`config.mk`:
```
export PLATFORM = sky130hd
export DESIGN_NAME = w_ptr_full_ctrl
export DESIGN_NICKNAME = d
export VERILOG_FILES = /design/src/rtl/async_fifo_pkg.sv /design/src/rtl/gray2bin_conv.sv /design/src/rtl/w_ptr_full_ctrl.sv
export SDC_FILE = /design/constraint.sdc
export NUM_CORES = 1
export LEC_CHECK = 0
export CAP_MARGIN = 20
export CORE_MARGIN = 8
export CORE_UTILIZATION = 46
export DETAILED_ROUTE_END_ITERATION = 7
export GPL_ROUTABILITY_DRIVEN = 0
export PLACE_DENSITY = 0.79
export SLEW_MARGIN = 20
export SYNTH_ARGS = -nofsm -noshare
export SYNTH_HDL_FRONTEND = slang
export SYNTH_SLANG_ARGS = --single-unit
export TNS_END_PERCENT = 20
```
`constraint.sdc`:
```
create_clock -name w_clk -period 3.1 [get_ports w_clk]
set_input_delay 0.465 -clock w_clk [delete_from_list [all_inputs] [get_ports w_clk]]
set_output_delay 0.465 -clock w_clk [all_outputs]
set_load 0.02 [all_outputs]
```
`src/rtl/async_fifo_pkg.sv`:
```
// Shared async FIFO pointer helpers.
// Gray/binary conversion and the full-compare used by both domains.
package async_fifo_pkg;

  localparam int PMAX = 32;

  typedef logic [PMAX-1:0] ptr_max_t;

  function automatic ptr_max_t bin2gray(
    input ptr_max_t b
  );
    return b ^ (b >> 1);
  endfunction

  function automatic ptr_max_t gray2bin(
    input ptr_max_t g
  );
    ptr_max_t b;
    b = '0;
    for (int i = PMAX - 1; i >= 0; i--) begin
      b[i] = g[i] ^ ((i == PMAX - 1) ? 1'b0 : b[i+1]);
    end
    return b;
  endfunction

  // Full when the two top Gray bits are inverted and the rest match.
  function automatic logic full_cmp(
    input ptr_max_t g,
    input ptr_max_t r,
    input int       pw
  );
    ptr_max_t m;
    m = ptr_max_t'(3) << (pw - 2);
    return g == (r ^ m);
  endfunction

endpackage

```
`src/rtl/gray2bin_conv.sv`:
```
// Combinational Gray to binary converter.
// Each binary bit is the XOR of all Gray bits at or above it.
module gray2bin_conv #(
  parameter int W = 5
) (
  input  logic [W-1:0] i_gray,
  output logic [W-1:0] o_bin
);

  for (genvar i = 0; i < W; i++) begin : g_bit
    assign o_bin[i] = ^i_gray[W-1:i];
  end

endmodule

```
`src/rtl/w_ptr_full_ctrl.sv`:
```
// Write-side pointer, full, level, almost-full and overflow logic.
// Binary address for RAM, Gray pointer for the synchroniser.
module w_ptr_full_ctrl
  import async_fifo_pkg::*;
#(
  parameter int ADDR_WIDTH = 4,
  parameter bit REG_FULL   = 1'b1
) (
  input  logic                  w_clk,
  input  logic                  w_rst_n,
  input  logic                  w_inc,
  input  logic [ADDR_WIDTH:0]   w_q2_r_ptr,
  input  logic [ADDR_WIDTH:0]   w_afull_thresh,
  input  logic                  w_err_clr,
  output logic                  w_full,
  output logic                  w_afull,
  output logic [ADDR_WIDTH-1:0] w_addr,
  output logic [ADDR_WIDTH:0]   w_ptr,
  output logic [ADDR_WIDTH:0]   w_level,
  output logic                  w_overflow
);

  localparam int PW = ADDR_WIDTH + 1;

  typedef logic [PW-1:0] ptr_t;

  if (ADDR_WIDTH < 2) begin : g_chk
    $error("w_ptr_full_ctrl: ADDR_WIDTH must be >= 2");
  end

  ptr_t r_bin;
  ptr_t r_ptr;
  ptr_t r_level;
  logic r_afull;
  logic r_ovf;

  ptr_t w_bin_next;
  ptr_t w_gray_next;
  ptr_t w_rbin;
  ptr_t w_level_next;
  logic w_push;
  logic w_full_int;

  assign w_push      = w_inc & ~w_full_int;
  assign w_bin_next  = r_bin + ptr_t'(w_push);
  assign w_gray_next =
    ptr_t'(bin2gray(ptr_max_t'(w_bin_next)));

  gray2bin_conv #(
    .W (PW)
  ) u_g2b (
    .i_gray (w_q2_r_ptr),
    .o_bin  (w_rbin)
  );

  assign w_level_next = w_bin_next - w_rbin;

  always_ff @(posedge w_clk or negedge w_rst_n) begin
    if (!w_rst_n) begin
      r_bin   <= '0;
      r_ptr   <= '0;
      r_level <= '0;
      r_afull <= 1'b0;
      r_ovf   <= 1'b0;
    end else begin
      r_bin   <= w_bin_next;
      r_ptr   <= w_gray_next;
      r_level <= w_level_next;
      r_afull <= (w_level_next >= w_afull_thresh);
      r_ovf   <= (w_inc & w_full_int)
               | (r_ovf & ~w_err_clr);
    end
  end

  if (REG_FULL) begin : g_reg_full
    logic r_full;
    always_ff @(posedge w_clk or negedge w_rst_n) begin
      if (!w_rst_n) begin
        r_full <= 1'b0;
      end else begin
        r_full <= full_cmp(ptr_max_t'(w_gray_next),
                           ptr_max_t'(w_q2_r_ptr), PW);
      end
    end
    assign w_full_int = r_full;
  end else begin : g_comb_full
    assign w_full_int = full_cmp(ptr_max_t'(r_ptr),
                                 ptr_max_t'(w_q2_r_ptr), PW);
  end

  assign w_full     = w_full_int;
  assign w_afull    = r_afull;
  assign w_addr     = r_bin[ADDR_WIDTH-1:0];
  assign w_ptr      = r_ptr;
  assign w_level    = r_level;
  assign w_overflow = r_ovf;

endmodule

```
# [Word-level counts from Yosys, hierarchy flattened]
# Index checks and enable logic that the tools add are counted.
[totals] register_bits=18 latch_bits=0 mem_bits_rw=0 mem_bits_ro=0 in_bits=14 out_inout_bits=17 word_cells=22 n_memories=0
[classes] n_addsub=2 mul=0 div_mod_pow=0 order_cmp=1 n_eq_ne=1 shift=0 n_mux=0 bitwise_logic=8 n_reduce_logical=4
[ops] operator="adder 5 x 1 -> 5 bit" n=1
[ops] operator="== test 5 bit" n=1
[ops] operator="greater-or-equal comparator 5 bit" n=1
[ops] operator="XOR reduction 5 bit" n=1
[ops] operator="subtractor 5 bit" n=1
[ops] operator="bitwise XOR 5 x 4 -> 5 bit" n=1
[ops] operator="XOR reduction 4 bit" n=1
[ops] operator="AND 1 bit" n=3
[ops] operator="XOR reduction 3 bit" n=1
[ops] operator="inverter 1 bit" n=2
[ops] operator="inverter 2 bit" n=1
[ops] operator="XOR reduction 2 bit" n=1
[ops] operator="bitwise OR 1 bit" n=1

# [Depth between registers and ports, before layout]
# Gate-level depths: netlist of the first run.
[logic_depth] depth_word=5 ltp_mapped=12 depth_no_buf=12

# [Hierarchy]
# From an unflattened synthesis of the first run, not the netlist that was laid out.
[unflattened] cells_unflattened=91 area_unflattened_um2=1043.5
[by_module_without_submodules] mod="w_ptr_full_ctrl" instances=1 cells_per_inst=85 area_per_inst_um2=970.9 seq_area_each_um2=425.4
[by_module_without_submodules] mod="gray2bin_conv" instances=1 cells_per_inst=6 area_per_inst_um2=72.6 seq_area_each_um2=0.0

# [Worst setup path before layout of the first run]
# No wires, ideal clock.
[synth_timing] path_kind="input-to-reg" startpoint="input w_q2_r_ptr[4]" endpoint="register r_afull (netlist: w_afull)" setup_ns=0.118 arrival_ns=2.783 required_time_ns=2.982 path_slack_ns=0.199 cell_stages=12 path_buffers=0 cell_sequence="xnor2_2 -> xor2_1 -> xor2_2 -> xnor2_1 -> ha_1 -> fa_1 -> inv_1 -> ha_1 -> a21o_1 -> a21o_1 -> a21o_1 -> a21o_1"
[synth_between] elab_chain_len=3 word_cells_on_any_way=6 classes_between="1 x add/sub; 1 x order compare; 4 x reduce/logical"
[synth_lines] item="from (decl)" line_no="w_ptr_full_ctrl.sv:12" text="input logic [ADDR_WIDTH:0] w_q2_r_ptr,"
[synth_lines] item="XOR reduction 5 bit or XOR reduction 4 bit (tied branches)" line_no="gray2bin_conv.sv:11" text="assign o_bin[i] = ^i_gray[W-1:i];"
[synth_lines] item="subtractor 5 bit *" line_no="w_ptr_full_ctrl.sv:56" text="assign w_level_next = w_bin_next - w_rbin;"
[synth_lines] item="net w_level_next[1]" line_no="w_ptr_full_ctrl.sv:40" text="ptr_t w_level_next;"
[synth_lines] item="greater-or-equal comparator 5 bit *" line_no="w_ptr_full_ctrl.sv:69" text="r_afull <= (w_level_next >= w_afull_thresh);"
[synth_lines] item="to (signal assigned)" line_no="w_ptr_full_ctrl.sv:69"
[synth_lines] item="to (decl)" line_no="w_ptr_full_ctrl.sv:34" text="logic r_afull;"
# The timed path passes the listed nets; every way through them passes the cells marked *.

# [Worst setup path in the final report of the first run]
[layout_timing] startpoint="input w_q2_r_ptr[2]" endpoint="register r_afull (netlist: w_afull)"
# Same word-level chain as after synthesis.

==> impl_results.rst, run 1 <==
.. list-table::
   :header-rows: 1

   * - Metric
     - Value
   * - Status
     - complete, no violations
   * - DRC violation count after routing
     - 0
   * - Hold path startpoint
     - w_overflow
   * - Setup repair after global routing missed its margin
     - no
   * - Total of max-cap violations
     - 0
   * - Vias post-DR
     - approximately 740
   * - Arr. time, crit path
     - 3.15 ns
   * - Worst EP required
     - 3.28 ns
   * - 1st-iter DRT viols
     - 9
   * - All-layer global routing usage
     - about a tenth
   * - Routed wire length
     - 1940 um
   * - TritonCTS clock tree
     - built
   * - Row cnt
     - 17
   * - Asr flop ratio synth
     - 100%
   * - Footprint of the multi-input gates
     - 559 um^2
   * - Peak supply drop
     - 749 uV
   * - Starting utilization of the core area
     - around 47%
   * - Global route overflow
     - 0
   * - Count of buffers from port buffering
     - 30
   * - Number of library cell types mapped by synthesis
     - 24
   * - Worst-margin pin slew
     - approximately 0.75 ns
   * - Final worst clock skew
     - 0.00561 ns
   * - Detailed placer's ending HPWL
     - 1610 um
   * - Clock transition at the register clock pins on the worst setup and hold paths after CTS
     - 0.10 ns
   * - Placed instance area
     - 1420 um^2
   * - Maximum number of pins on one net before global-route repair
     - 18
   * - Synthesis Warnings
     - 0
   * - Synth Cell Area
     - 1030 um^2
   * - Number of synthesized register bits
     - 17
   * - Main area contributors after synthesis
     - sky130_fd_sc_hd__dfrtp_1, sky130_fd_sc_hd__ha_1, sky130_fd_sc_hd__xnor2_1
   * - Setup slack on the worst flop-to-flop path
     - 0.51 ns
   * - Area occupied by registers
     - roughly 430 um^2
   * - WS Path Type
     - input port to flop
   * - Post-detailed-route wirelength per cell
     - 12.3 um
   * - Worst slew slack as a fraction of its limit
     - 50.2%
   * - Fraction of final layout cells with drive strength greater than 1
     - 19.2%
   * - Boundary Pins
     - 31
   * - Die height
     - approximately 63 um
   * - Worst-case clock buffer depth
     - 2
   * - Yosys top cell area share
     - 41.3%
   * - Worst hold-check path type
     - flop to flop
   * - Gate count of the mapped netlist
     - 86
   * - Antenna diode count
     - 0
   * - Leading area contributor after synthesis
     - sky130_fd_sc_hd__dfrtp_1
   * - Leakage power of the design
     - 0.693 nW
   * - Final instance area
     - 1470 um^2
   * - Layout area overhead
     - 42.9%
   * - Pre-CTS worst setup slack
     - -0.450 ns
   * - Number of global-route vias before repair
     - a little over 800
   * - H-tree levels
     - 1
   * - Maximum frequency from static timing analysis
     - about 0.34 GHz
   * - Power after layout
     - 1.76 mW
   * - Mapped Nets
     - approximately 110
   * - Count of flip-flops with a built-in enable after synthesis
     - 0
   * - First-pass GRT wire length
     - 3440 um
   * - Commonest register cell after synthesis
     - sky130_fd_sc_hd__dfrtp_1
   * - Launch instance of the worst register-to-register path
     - w_full
   * - Routed vias/inst
     - 4.70
   * - Clock latency on the worst-skew pair
     - 0.28 ns
   * - Die Footprint
     - 4010 um^2
   * - Maximum net fanout on the critical path
     - 2
   * - Sink count of the clock tree
     - 17
   * - Startpoint types
     - input port
   * - Minimum setup slack in the final design
     - 0.134 ns
   * - Count of nets left with antenna violations after detail routing
     - 0
   * - Post-synthesis area per instance
     - 12.0 um^2
   * - Share of synthesized area occupied by flip-flops and latches
     - 41.3%
   * - Count of final hold-check violations
     - 0
   * - Pwr/cell area
     - 1200 nW/um^2
   * - Number of antenna violations at the first check in global routing
     - 0
   * - CTS Root Buffer Type
     - sky130_fd_sc_hd__clkbuf_4
   * - Final core utilization
     - 67.8%
   * - Max Transition Viols Final
     - 0
   * - Number of clock buffers inserted by TritonCTS
     - 3
   * - Filler cell count in the final layout
     - 170
   * - Layout net count
     - roughly 160
   * - Number of setup violations in the final report
     - 0
   * - Die width
     - 63.3 um
   * - 1st-pass router iterations
     - 4
   * - Placeable core region
     - about 2200 um^2
   * - Category of the worst setup path capture point
     - flop
   * - Start point of the critical path
     - w_q2_r_ptr[2]
   * - Period Utilization, post-route
     - 95.7%
   * - Minimum clock period after layout
     - 2.97 ns
[sequential cells by signal (all words and copies together), names as in the netlist]
name / flops
w_full: 1
w_afull: 1
w_overflow: 1
w_ptr: 4
w_level: 5
r_bin: 5
[cell type report]
class                   count  area share, %
multi-input cells          55           38.0
flip-flops and latches     17           28.9
repair buffers             40           25.3
inverters                  14           3.57
well taps                  28           2.38
clock buffers               4           1.79
[cells in the mapped netlist, drive strengths merged, types with 2 or more instances]
cell,count
a21oi,2
a21o,6
and3b,2
or3,2
dfrtp,17
inv,14
nand3,4
xor2,4
xnor2,16
ha,10
[kinds of logic (layout without fill, tap and decap cells)]
kind of cell             count (synthesis)  after routing  share of synthesized area (%)
XOR/XNOR                                20             20                           22.5
adder cells (fa/ha/maj)                 11             11                           14.1
AND/OR/NAND/NOR                         12             12                           8.38
buffers and inverters                   14             58                           5.10
flip-flops                              17             17                           41.3
AO/OA/AOI/OAI                           12             12                           8.63
[layer usage]
layer  global-route usage [%]  routed length [um]  vias to the layer above
li1                         -                   -                      368
met1                     11.2                 807                      356
met2                     18.6                1020                       18
met3                     3.53                 110                        0
met4                     2.51                   0                        0
met5                        0                   0                        -
[where the power goes]
part	switching (mW)	internal (mW)
registers	0.0693	0.343
logic	0.580	0.653
clock network	0.0641	0.0499
[metrics by stage]
| step | setup TNS, ns | hold WS, ns | std cells |
|---|---|---|---|
| after floorplan | 0 | 0.169 | 86 |
| after global placement | -0.353 | 0.530 | 151 |
| after detailed placement | -0.450 | 0.556 | 151 |
| after CTS | 0 | 0.574 | 158 |
| after global routing | 0 | 0.645 | 158 |
| final | 0 | 0.568 | 158 |
[repair_timing]
item	CTS	global route
setup buffers	3	0
resized for setup	3	0
endpoints found under the setup margin	1	0
hold buffers	0	0
[placed cells by master (no fill, tap or decap), types with 3 or more instances in the layout]
cell type,synthesis,routed
sky130_fd_sc_hd__clkdlybuf4s50_1,0,28
sky130_fd_sc_hd__inv_1,14,14
sky130_fd_sc_hd__xor2_2,2,3
sky130_fd_sc_hd__a21o_1,6,6
sky130_fd_sc_hd__clkbuf_4,0,3
sky130_fd_sc_hd__xnor2_2,3,3
sky130_fd_sc_hd__xnor2_1,12,12
sky130_fd_sc_hd__buf_4,0,10
sky130_fd_sc_hd__ha_1,10,10
sky130_fd_sc_hd__nand3_1,3,3
sky130_fd_sc_hd__dfrtp_1,17,17
[critical path: stages]
cell                              delay (ns)
sky130_fd_sc_hd__clkdlybuf4s50_1        0.52
sky130_fd_sc_hd__xor2_2                 0.22
sky130_fd_sc_hd__xor2_2                 0.19
sky130_fd_sc_hd__xnor2_1                0.09
sky130_fd_sc_hd__ha_1                   0.21
sky130_fd_sc_hd__fa_1                   0.48
sky130_fd_sc_hd__inv_1                  0.05
sky130_fd_sc_hd__ha_1                   0.26
sky130_fd_sc_hd__a21o_1                 0.16
sky130_fd_sc_hd__a21o_1                 0.17
sky130_fd_sc_hd__a21o_1                 0.17
sky130_fd_sc_hd__a21o_1                 0.16
[worst paths after layout]
check | to | cells past startpoint
setup / recovery | w_afull | 12
min in group asynchronous | w_level[4] | 1
hold reg to reg | w_overflow | 2
hold / removal | w_overflow | 2
setup reg to reg | w_afull | 10
max in group asynchronous | r_bin[2] | 1
(Power assumes the default switching activity.)
==> run 2, diff against run 1 <==
Settings changed: CTS_BUF_LIST from default to sky130_fd_sc_hd__clkbuf_16.
==> run 2 against run 1 <==
  * Die area stayed put
  * Clock power is 120% higher
  * Hold slack worse by 0.0059 ns
  * Global-route usage is 0.59 points higher
  * Sequential power hardly changed
  * Critical endpoint unchanged
  * Largest power group unchanged
  * Non-clock buffer count is 1 lower
  * Combinational power hardly changed
  * First-iteration DRC count is 22% lower
  * Clock skew is 0.0022 ns lower
==> impl_results.rst, run 2 (same netlist as run 1, synthesis figures left out) <==
.. list-table::
   :header-rows: 1

   * - Metric
     - Value
   * - Start point of the critical path
     - w_q2_r_ptr[3] (was w_q2_r_ptr[2])
   * - Number of antenna violations at the first check in global routing
     - 0 (unchanged)
   * - Row cnt
     - 17 (unchanged)
   * - Category of the worst setup path capture point
     - flop (unchanged)
   * - TritonCTS clock tree
     - built (unchanged)
   * - Setup slack on the worst flop-to-flop path
     - 0.51 ns (about the same)
   * - Sink count of the clock tree
     - 17 (unchanged)
   * - Final Non-Filler Cells
     - 157 (was 158)
   * - Worst EP required
     - 3.24 ns (was 3.28 ns)
   * - Layout area overhead
     - 47.9% (was 42.9%)
   * - Starting utilization of the core area
     - 47.5% (unchanged)
   * - Die height
     - 63.3 um (unchanged)
   * - Worst-margin pin slew
     - 0.748 ns (was 0.745 ns)
   * - Maximum frequency from static timing analysis
     - 0.336 GHz (was 0.337 GHz)
   * - H-tree levels
     - 1 (unchanged)
   * - Number of global-route vias before repair
     - 838 (was 815)
   * - Count of buffers from port buffering
     - 30 (unchanged)
   * - Count of final hold-check violations
     - 0 (unchanged)
   * - Routed wire length
     - 2030 um (was 1940 um)
   * - Pwr/cell area
     - 1250 nW/um^2 (was 1200 nW/um^2)
   * - WS Path Type
     - input port to flop (unchanged)
   * - Clock latency on the worst-skew pair
     - 0.24 ns (was 0.28 ns)
   * - CTS Root Buffer Type
     - sky130_fd_sc_hd__clkbuf_16 (was sky130_fd_sc_hd__clkbuf_4)
   * - Peak supply drop
     - 811 uV (was 749 uV)
   * - 1st-pass router iterations
     - 4 (unchanged)
   * - Placeable core region
     - 2170 um^2 (unchanged)
   * - Final instance area
     - 1520 um^2 (was 1470 um^2)
   * - Arr. time, crit path
     - 3.11 ns (was 3.15 ns)
   * - Setup repair after global routing missed its margin
     - no (unchanged)
   * - Commonest non-fill, non-tap cell in the layout
     - sky130_fd_sc_hd__clkdlybuf4s50_1 (unchanged)
   * - Fraction of final layout cells with drive strength greater than 1
     - 19.4% (was 19.2%)
   * - Count of nets left with antenna violations after detail routing
     - 0 (unchanged)
   * - Power after layout
     - 1.91 mW (was 1.76 mW)
   * - Number of setup violations in the final report
     - 0 (unchanged)
   * - Launch instance of the worst register-to-register path
     - w_full (unchanged)
   * - Worst-case clock buffer depth
     - 2 (unchanged)
   * - Worst hold-check path type
     - flop to flop (unchanged)
   * - Global route overflow
     - 0 (unchanged)
   * - First-pass GRT wire length
     - 3620 um (was 3440 um)
   * - Number of placed cells counting well taps
     - 151 (unchanged)
   * - Minimum clock period after layout
     - 2.97 ns (about the same)
   * - Leakage power of the design
     - 0.722 nW (was 0.693 nW)
   * - Placed instance area
     - 1420 um^2 (unchanged)
   * - DRC violation count after routing
     - 0 (unchanged)
   * - Routed vias/inst
     - 4.79 (was 4.70)
   * - Vias post-DR
     - 752 (was 742)
   * - Startpoint types
     - input port (unchanged)
   * - Boundary Pins
     - 31 (unchanged)
   * - Most frequent cells in the layout
     - sky130_fd_sc_hd__clkdlybuf4s50_1, sky130_fd_sc_hd__dfrtp_1, sky130_fd_sc_hd__inv_1, sky130_fd_sc_hd__xnor2_1 (unchanged)
   * - Detailed placer's ending HPWL
     - 1610 um (unchanged)
   * - All-layer global routing usage
     - 10.9% (was 10.3%)
   * - Max Transition Viols Final
     - 0 (unchanged)
   * - Maximum number of pins on one net before global-route repair
     - 18 (unchanged)
   * - 1st-iter DRT viols
     - 7 (was 9)
   * - Capture point of the worst path
     - w_afull (unchanged)
   * - Die width
     - 63.3 um (unchanged)
   * - Worst slew slack as a fraction of its limit
     - 50.0% (was 50.2%)
   * - Worst Reg2Reg Path Length in Cells
     - 10 (unchanged)
   * - Maximum net fanout on the critical path
     - 2 (unchanged)
   * - Total of max-cap violations
     - 0 (unchanged)
   * - Clock transition at the register clock pins on the worst setup and hold paths after CTS
     - 0.05 ns (was 0.10 ns)
   * - Status
     - complete, no violations (unchanged)
   * - Worst Hold Margin
     - 0.562 ns (was 0.568 ns)
   * - Period Utilization, post-route
     - 95.9% (was 95.7%)
   * - Post-detailed-route wirelength per cell
     - 12.9 um (was 12.3 um)
   * - Capture point of the worst reg-to-reg path
     - w_afull (unchanged)
   * - Antenna diode count
     - 0 (unchanged)
   * - Die Footprint
     - 4010 um^2 (unchanged)
   * - Final worst clock skew
     - 0.00345 ns (was 0.00561 ns)
   * - Layout net count
     - 155 (was 156)
   * - Number of clock buffers inserted by TritonCTS
     - 3 (unchanged)
run 2: cell count changes in the layout (fill, tap and decap cells not counted), sizes merged:
cell,before,now
clkdlybuf4s15,0,1
inv,14,15
dlymetal6s2s,0,1
buf,10,9
dlygate4sd2,2,1
clkdlybuf4s50,28,27
clkbuf,4,3
run 2: worst max-delay path, cell delays in order:
cell and delay [ns]:
sky130_fd_sc_hd__dlygate4sd2_1 0.26, sky130_fd_sc_hd__xnor2_2 0.20, sky130_fd_sc_hd__xor2_2 0.22, sky130_fd_sc_hd__xor2_2 0.21
sky130_fd_sc_hd__xnor2_1 0.11, sky130_fd_sc_hd__ha_2 0.20, sky130_fd_sc_hd__fa_1 0.47, sky130_fd_sc_hd__inv_1 0.05
sky130_fd_sc_hd__ha_1 0.26, sky130_fd_sc_hd__a21o_1 0.16, sky130_fd_sc_hd__a21o_1 0.17, sky130_fd_sc_hd__a21o_1 0.17
sky130_fd_sc_hd__a21o_1 0.16
run 2: final cells by class:
cell class,instances,area [um^2]
Clock buffer,3,75.1
Clock inverter,1,3.75
Fill cell,159,647
Inverter,14,52.6
Multi-Input combinational cell,55,562
Sequential cell,17,425
Tap cell,28,35.0
Timing Repair Buffer,39,369
run 2: worst min-delay path by stage:
stage | start | end | slack, ns | cells after the start
final | w_overflow | w_overflow | 0.56 | 2
after global routing | w_overflow | w_overflow | 0.64 | 2
after CTS | w_overflow | w_overflow | 0.57 | 2
after detailed placement | w_full | w_overflow | 0.56 | 2
after global placement | w_overflow | w_overflow | 0.53 | 2
after floorplan | w_rst_n | r_bin[0] | 0.17 | 0
run 2: stage by stage:
step                      util, %  setup WS (ns)  TNS (ns)
after global placement       65.3         -0.353    -0.353
after floorplan                 -          0.199         0
final                        70.2          0.128         0
after global routing         70.2        0.00195         0
after detailed placement     65.3         -0.450    -0.450
after CTS                    69.9         0.0765         0
run 2: per-layer routing:
layer | vias up | global-route usage (%) | part of all wire (%)
li1 | 370 | - | -
met5 | - | 0 | 0
met4 | 0 | 3.34 | 0.44
met1 | 364 | 11.9 | 42
met2 | 16 | 19.3 | 52
met3 | 2 | 3.53 | 5.4
run 2: report_power, final:
group	internal [mW]	switching [mW]	total (mW)	leakage (nW)
registers	0.345	0.0694	0.414	0.204
logic	0.655	0.591	1.25	0.476
clock network	0.171	0.0775	0.248	0.0423
total	1.17	0.738	1.91	0.722
run 2: what timing repair did:
item,CTS,global route
hold endpoints to repair,0,0
hold buffers,0,0
resized for setup,3,3
endpoints found under the setup margin,1,1
gates cloned,0,0
setup buffers,2,0
pin swaps,3,5
